==> src/rtl/cluster_core_data_demux_pkg.sv <==
// Shared types for the core data port demux: request/response structs, destination enum, error read data.
// Also provides the address-window helper used by the decoder.
package cluster_core_data_demux_pkg;

  typedef logic [31:0] word_t;

  typedef struct packed {
    logic       req;
    word_t      add;
    logic       we;
    word_t      data;
    logic [3:0] be;
  } core_data_req_t;

  typedef struct packed {
    logic  gnt;
    logic  r_valid;
    word_t r_data;
  } core_data_rsp_t;

  typedef enum logic [1:0] {
    DMX_TCDM   = 2'd0,
    DMX_PERIPH = 2'd1,
    DMX_ERR    = 2'd2
  } core_demux_dest_e;

  localparam word_t CoreDemuxErrRdata = 32'hBADACCE5;

  // Unsigned offset compare; addresses below base never match because of the explicit >= test.
  function automatic logic in_window(word_t addr, word_t base, word_t size);
    word_t off;
    off = addr - base;
    return (addr >= base) && (off < size);
  endfunction

endpackage

==> src/rtl/cluster_core_data_demux_decode.sv <==
// Combinational address-to-destination decoder for the cluster window (TCDM / hole / everything else).
// Zero latency, no state, no flow control.
module cluster_core_data_demux_decode
  import cluster_core_data_demux_pkg::*;
#(
  parameter word_t ClusterBaseAddr   = 32'h1000_0000,
  parameter word_t TcdmSize          = 32'(128 * 1024),
  parameter word_t ClusterPeriphOffs = 32'h0020_0000
) (
  input  logic [31:0]      addr_i,
  output core_demux_dest_e dest_o
);

  always_comb begin
    dest_o = DMX_PERIPH;
    if (in_window(addr_i, ClusterBaseAddr, TcdmSize)) begin
      dest_o = DMX_TCDM;
    end else if (in_window(addr_i, ClusterBaseAddr, ClusterPeriphOffs)) begin
      dest_o = DMX_ERR;
    end
  end

endmodule

==> src/rtl/cluster_core_data_demux.sv <==
// Routes core data requests to TCDM, peripherals or an error responder; responses return in order, 0-cycle passthrough.
// Backpressure: core gnt held low while MaxOutstanding are in flight or while the target switches with requests pending.
module cluster_core_data_demux
  import cluster_core_data_demux_pkg::*;
#(
  parameter word_t       ClusterBaseAddr   = 32'h1000_0000,
  parameter word_t       TcdmSize          = 32'(128 * 1024),
  parameter word_t       ClusterPeriphOffs = 32'h0020_0000,
  parameter int unsigned MaxOutstanding    = 4,
  parameter word_t       ErrRdata          = CoreDemuxErrRdata
) (
  input  logic           clk_i,
  input  logic           rst_i,
  input  core_data_req_t core_req_i,
  output core_data_rsp_t core_rsp_o,
  output core_data_req_t tcdm_req_o,
  input  core_data_rsp_t tcdm_rsp_i,
  output core_data_req_t periph_req_o,
  input  core_data_rsp_t periph_rsp_i,
  output logic           err_o,
  output logic           spurious_rsp_o
);

  localparam int unsigned     CntW   = $clog2(MaxOutstanding + 1);
  localparam logic [CntW-1:0] CntMax = CntW'(MaxOutstanding);
  localparam logic [CntW-1:0] CntOne = CntW'(1);

  logic [CntW-1:0]  cnt_q, cnt_d;
  core_demux_dest_e dest_q, dest_d;
  logic             err_pend_q, err_pend_d;

  core_demux_dest_e dest;
  logic             busy;
  logic             rsp_vld;
  word_t            rsp_dat;
  logic             drains;
  logic             stall;
  logic             fwd;
  logic             tgt_gnt;
  logic             accept;

  cluster_core_data_demux_decode #(
    .ClusterBaseAddr  (ClusterBaseAddr),
    .TcdmSize         (TcdmSize),
    .ClusterPeriphOffs(ClusterPeriphOffs)
  ) i_decode (
    .addr_i(core_req_i.add),
    .dest_o(dest)
  );

  assign busy = (cnt_q != '0);

  always_comb begin
    rsp_vld = 1'b0;
    rsp_dat = '0;
    if (busy) begin
      unique case (dest_q)
        DMX_TCDM: begin
          rsp_vld = tcdm_rsp_i.r_valid;
          rsp_dat = tcdm_rsp_i.r_data;
        end
        DMX_PERIPH: begin
          rsp_vld = periph_rsp_i.r_valid;
          rsp_dat = periph_rsp_i.r_data;
        end
        default: begin
          rsp_vld = err_pend_q;
          rsp_dat = ErrRdata;
        end
      endcase
    end
  end

  // A response retiring the last in-flight item frees the slot/target in the same cycle.
  assign drains = rsp_vld && (cnt_q == CntOne);
  assign stall  = ((cnt_q == CntMax) && !rsp_vld) ||
                  (busy && (dest != dest_q) && !drains);
  assign fwd    = core_req_i.req && !stall && !rst_i;

  always_comb begin
    tcdm_req_o       = core_req_i;
    tcdm_req_o.req   = fwd && (dest == DMX_TCDM);
    periph_req_o     = core_req_i;
    periph_req_o.req = fwd && (dest == DMX_PERIPH);

    unique case (dest)
      DMX_TCDM:   tgt_gnt = tcdm_rsp_i.gnt;
      DMX_PERIPH: tgt_gnt = periph_rsp_i.gnt;
      default:    tgt_gnt = 1'b1;
    endcase

    core_rsp_o.gnt     = fwd && tgt_gnt;
    core_rsp_o.r_valid = rsp_vld;
    core_rsp_o.r_data  = rsp_dat;
  end

  assign accept = core_rsp_o.gnt;
  assign err_o  = rsp_vld && (dest_q == DMX_ERR);

  assign spurious_rsp_o = !rst_i &&
      ((tcdm_rsp_i.r_valid   && !(busy && dest_q == DMX_TCDM)) ||
       (periph_rsp_i.r_valid && !(busy && dest_q == DMX_PERIPH)));

  always_comb begin
    cnt_d = cnt_q;
    unique case ({accept, rsp_vld})
      2'b10:   cnt_d = cnt_q + CntOne;
      2'b01:   cnt_d = cnt_q - CntOne;
      default: cnt_d = cnt_q;
    endcase
    dest_d     = accept ? dest : dest_q;
    err_pend_d = accept && (dest == DMX_ERR);
  end

  always_ff @(posedge clk_i or posedge rst_i) begin
    if (rst_i) begin
      cnt_q      <= '0;
      dest_q     <= DMX_PERIPH;
      err_pend_q <= 1'b0;
    end else begin
      cnt_q      <= cnt_d;
      dest_q     <= dest_d;
      err_pend_q <= err_pend_d;
    end
  end

`ifndef SYNTHESIS
  a_cnt_max: assert property (@(posedge clk_i) disable iff (rst_i) cnt_q <= CntMax);
  a_one_req: assert property (@(posedge clk_i) disable iff (rst_i)
                              !(tcdm_req_o.req && periph_req_o.req));
  a_rvld_busy: assert property (@(posedge clk_i) disable iff (rst_i)
                                core_rsp_o.r_valid |-> busy);
`endif

endmodule

==> config.mk <==
export PLATFORM = sky130hd
export DESIGN_NAME = cluster_core_data_demux
export DESIGN_NICKNAME = d
export VERILOG_FILES = /design/src/rtl/cluster_core_data_demux_pkg.sv /design/src/rtl/cluster_core_data_demux_decode.sv /design/src/rtl/cluster_core_data_demux.sv
export SDC_FILE = /design/constraint.sdc
export NUM_CORES = 1
export LEC_CHECK = 0
export ABC_AREA = 1
export BUFFER_PORTS_ARGS = -buffer_cell sky130_fd_sc_hd__buf_2
export CORE_AREA = 4 4 120 122
export CTS_CLUSTER_SIZE = 30
export DETAILED_ROUTE_END_ITERATION = 8
export DIE_AREA = 0 0 124 126
export GPL_TIMING_DRIVEN = 0
export HOLD_SLACK_MARGIN = 0.1
export PLACE_DENSITY_LB_ADDON = 0.15
export SETUP_SLACK_MARGIN = 0.05
export SYNTH_ARGS = -nofsm -noshare
export SYNTH_HDL_FRONTEND = slang
export SYNTH_HIERARCHICAL = 1
export SYNTH_SLANG_ARGS = --single-unit
==> constraint.sdc <==
create_clock -name clk_i -period 5 [get_ports clk_i]
set_input_delay 0.75 -clock clk_i [delete_from_list [all_inputs] [get_ports clk_i]]
set_output_delay 0.75 -clock clk_i [all_outputs]
set_load 0.01 [all_outputs]
==> results of run 1 <==
==> how the worst max path moves through the flow <==
stage	startpoint	to	slack, ns	cells past startpoint
2_1_floorplan	core_req_i[68]	core_rsp_o[33]	2.37	13
3_3_place_gp	core_req_i[63]	core_rsp_o[33]	1.88	15
3_5_place_dp	core_req_i[63]	core_rsp_o[33]	1.89	15
4_1_cts	core_req_i[63]	core_rsp_o[33]	1.88	15
5_1_grt	core_req_i[58]	core_rsp_o[33]	1.69	14
6_report	core_req_i[63]	core_rsp_o[33]	1.94	15
==> power breakdown <==
group	internal, mW	total [mW]	switching [mW]
clock	0.106	0.133	0.0275
sequential	0.0706	0.0945	0.0239
combinational	0.411	0.949	0.538
total	0.587	1.18	0.589
==> layer usage <==
metal  vias to the layer above  global-route usage (%)
li1                       1435                       -
met1                      1201                    12.5
met4                         0                    2.19
met3                        12                    2.15
met2                       159                    22.7
met5                         -                       0
==> per-stage QoR <==
step	power [mW]	cell area (sq um)
2_1_floorplan	0.683	2160
3_3_place_gp	1.06	3680
3_5_place_dp	1.06	3680
4_1_cts	1.20	3760
5_1_grt	1.30	3760
6_report	1.18	3760
==> synthesized netlist by cell type <==
master      n  area (sq um)
a21oi_1    14          70.1
a21oi_2     1          8.76
a221oi_1   19           166
buf_1       1          3.75
buf_2       6          30.0
buf_4     141          1060
clkbuf_1    4          15.0
dfrtp_1     5           125
dfstp_2     1          26.3
ha_1        5          62.6
inv_1      17          63.8
inv_2       1          3.75
nand2_1    54           203
nand2_2     1          6.26
nand3_1     3          15.0
nand3_2     2          20.0
nand4_1     1          6.26
nand4_2     1          12.5
nor2_1     35           131
nor2_2      3          18.8
nor2_4      3          33.8
nor3_1      1          5.00
nor3_2      1          10.0
nor3_4      1          16.3
o211ai_1    1          7.51
o21ai_0     2          10.0
xnor2_1     2          17.5
xor2_1      1          8.76
==> layout make-up <==
type | instances | area, sq um | area share (%)
Antenna cell | 1 | 2.50 | 0.0665
Buffer | 152 | 1110 | 29.4
Clock buffer | 4 | 78.8 | 2.09
Inverter | 18 | 67.6 | 1.80
Multi-Input combinational cell | 151 | 830 | 22.0
Sequential cell | 6 | 151 | 4.02
Tap cell | 176 | 220 | 5.85
Timing Repair Buffer | 261 | 1310 | 34.7
==> cells by family after synthesis <==
group	after synthesis	synth area share, %
xor+xnor	3	1.22
flops	6	7.02
simple gates	106	22.2
compound gates	37	12.2
buf+inv	170	54.5
fa+ha+maj	5	2.90
==> registers in the layout (all words and copies together) (netlist names) <==
register,cells
cnt_q,3
dest_q,2
err_pend_q,1
==> reports/metrics.yaml, run 1 <==
status: "finished, final reports clean"
crit_buf_inv: 5
firstDrtPassIters: 5
worstPathMaxFanout: 4
clock_skew_ns: 0.00312
synth.distinct_cells: 28
core_sq_um: 13200
arrival_ns: 2.31
avgSynthCellArea_sq_um: 6.59
maxSlewHeadroom_pct: 60.7
drv_cap: 0
setup-violations-final: 0
dp_cells: 764
io_pins: 316
cts.sinks: 6
syn-cell-area_sq_um: 2160
nets: 738
cts_resized: 0
wl_met3_um: 1050
wl_met2_um: 5470
maxClockFrequency_ghz: 0.327
slew_violations: 0
hold_path_class: "in2async"
grt_start_max_net_pins: 11
clkLatencyLatePin_ns: 0.23
cp_slowest_cell: "nor2_1"
path_clk_slew_ns: 0.04
die_height_um: 126
antenna_left: 0
final_core_util_pct: 28.5
vias: 2807
rsz0062_at_grt: "false"
grt-ovfl-total: 0
antenna_found_initial: 1
r2r_end: "cnt_q[2]"
postCtsSetupBuffers: 0
viasPerCell: 3.65
layout_commonest_cell: "buf_2"
leakage_nw: 2.30
gr-usage-all-layers_pct: 11.5
place.gp.congestion: 0.722
ys_ff_latch: 6
cpMostUsedCell: "nand2_1"
whs_ns: 0.471
numCtsBuffers: 3
post-route-period-util_pct: 61.2
r2r-start: "cnt_q[0]"
yosysSeqAreaShare_pct: 7.02
area_growth_pct: 74.6
dieArea_sq_um: 15600
cts_tree: "done"
cp_top_family: "simple AND/OR/NAND/NOR gates"
drt_iter0_drc: 50
routed_wl_um: 10200
worstSetupPathType: "in2out"
r2r_cells: 12
irDropWorstVdd_uv: 199
crit_chain: "buf_2 > nor2_2 > nand2_1 > nor2_2 > nand2_1 > nor2_1 > inv_1 > nand2_1 > nand2_1 > a21oi_2 > nand2_2 > nand3_2 > inv_1 > buf_4 > buf_2"
grt_pass1_wl_um: 14500
remaining_drc_errors: 0
rows: 42
setup_slack_ns: 1.94
finalCriticalPeriod_ns: 3.06
hold_viol: 0
syn_nets: 472
die_width_um: 124
grt_pass1_vias: 2791
drive_gt1_share_pct: 72.0
power.density_nw_per_um2: 313
initial_core_util_pct: 16.3
fillers: 1481
clockRootBuffer: "clkbuf_16"
final_cell_mix: "buf_2 (267), buf_4 (141), nand2_1 (54)"
yosysWarningCount: 6
hpwl_um: 9160
maxUsedRoutingLayer: "met4"
reg2reg_slack_ns: 2.61
clock_path_buffers: 2
tightest_slew_ns: 0.590
place_ws_ns: 1.89
h-tree-depth: 1
hold_buffers: 0
fin_tns_setup_ns: 0
wire_per_inst_um: 13.2
synth_cells: 327
endpoint_kind: "output port"
slowest_delay_ns: 0.19
cp.required_ns: 4.25
finalNonFillerCells: 769
io_buffers: 261
wl_met1_um: 3530
cp-start-kind: "input port"
No activity file was read; power rests on OpenSTA's default activity.
==> run 2: changes to the inputs <==
==> constraint.sdc (replaced) <==
create_clock -name clk_i -period 2.8 [get_ports clk_i]
set_input_delay 0.42 -clock clk_i [delete_from_list [all_inputs] [get_ports clk_i]]
set_output_delay 0.42 -clock clk_i [all_outputs]
set_load 0.01 [all_outputs]
==> reports/metrics.yaml, run 2 (synthesized netlist as in run 1, its figures left out) <==
irDropWorstVdd_uv: 354
grt_start_max_net_pins: 11
worstSetupPathType: "reg2out"
drt_iter0_drc: 49
largest_reg_flops: 3
multiInputGateArea_sq_um: 830
place.gp.congestion: 0.722
clock_skew_ns: 0.00312
viasPerCell: 3.64
slew_violations: 0
maxClockFrequency_ghz: 0.404
whs_ns: 0.140
remaining_drc_errors: 0
regArea_sq_um: 151
gr-usage-all-layers_pct: 11.5
leakage_nw: 2.31
slowest_delay_ns: 0.42
cts.sinks: 6
core_sq_um: 13200
wire_per_inst_um: 13.2
die_height_um: 126
fillers: 1480
clock_path_buffers: 2
power.density_nw_per_um2: 558
placed_area_sq_um: 3680
h-tree-depth: 1
setup-violations-final: 0
path_clk_slew_ns: 0.04
r2r_cells: 12
io_buffers: 261
final_core_util_pct: 28.5
postCtsSetupBuffers: 0
drive_gt1_share_pct: 72.1
layout_commonest_cell: "buf_2"
io_pins: 316
endpoint_kind: "output port"
cp-start-kind: "flop"
arrival_ns: 2.05
finalCriticalPeriod_ns: 2.47
rows: 42
tightest_slew_ns: 0.589
cpMostUsedCell: "inv_1"
hold_buffers: 0
routed_wl_um: 10200
worstPathMaxFanout: 10
cp_slowest_cell: "dfrtp_1"
drv_cap: 0
crit_chain: "inv_1 > ha_1 > inv_1 > nor2_1 > clkbuf_1 > a21oi_1 > buf_2"
die_width_um: 124
place_ws_ns: 0.206
top_register: "cnt_q"
initial_core_util_pct: 16.3
rsz0062_at_grt: "false"
final_area_sq_um: 3760
grt-ovfl-total: 0
numCtsBuffers: 3
clkLatencyLatePin_ns: 0.23
grt_pass1_vias: 2791
antenna_found_initial: 1
setup_slack_ns: 0.326
cts_resized: 0
power_mw: 2.10
nets: 738
post-route-period-util_pct: 88.4
top_regs: "cnt_q x3, dest_q x2, err_pend_q x1"
vias: 2801
status: "finished, final reports clean"
dieArea_sq_um: 15600
final_cell_mix: "buf_2 (267), buf_4 (141), nand2_1 (54)"
hpwl_um: 9160
clockRootBuffer: "clkbuf_16"
maxSlewHeadroom_pct: 60.8
antenna_left: 0
firstDrtPassIters: 5
hold_path_class: "in2async"
grt_pass1_wl_um: 14500
area_growth_pct: 74.6
dp_cells: 764
cp.required_ns: 2.38
finalNonFillerCells: 769
hold_viol: 0
fin_tns_setup_ns: 0
cts_tree: "done"
run 2: cell counts in the layout (fill, tap and decap cells not counted):
Identical to the previous run, type by type.
run 2: cell type report:
class / count / area share [%]
Timing Repair Buffer: 261 / 34.7
Buffer: 152 / 29.4
Multi-Input combinational cell: 151 / 22.0
Tap cell: 176 / 5.85
Sequential cell: 6 / 4.02
Clock buffer: 4 / 2.09
Inverter: 18 / 1.79
Antenna cell: 1 / 0.0665
run 2: layer usage:
layer,GRT usage [%],routed length [um],vias up
li1,-,-,1436
met2,22.7,5460,159
met4,2.19,132,0
met1,12.5,3530,1194
met3,2.15,1050,12
met5,0,0,-
run 2: path summary, 6_finish.rpt:
| path | from | to | slack, ns |
|---|---|---|---|
| max reg2reg | cnt_q[0] | cnt_q[2] | 0.42 |
| min | rst_i | cnt_q[2] | 0.14 |
| min reg2reg | dest_q[0] | dest_q[0] | 0.52 |
| max | cnt_q[0] | core_rsp_o[13] | 0.33 |
| min in group clk_i | dest_q[0] | dest_q[0] | 0.52 |
| max in group asynchronous | rst_i | dest_q[0] | 2.39 |
run 2: worst max-delay path: cells and delay by family, from the launching register on:
| kind | cells | cell delay (ns) |
|---|---|---|
| buffers and inverters | 4 | 0.72 |
| AOI/OAI and AO/OA | 1 | 0.09 |
| adders and majority gates | 1 | 0.17 |
| and+or+nand+nor | 1 | 0.42 |
| DFF | 1 | 0.42 |
run 2: report_power, final:
part / internal (mW) / switching, mW
Sequential: 0.126 / 0.0427
Clock: 0.189 / 0.0491
Combinational: 0.735 / 0.960
Total: 1.05 / 1.05
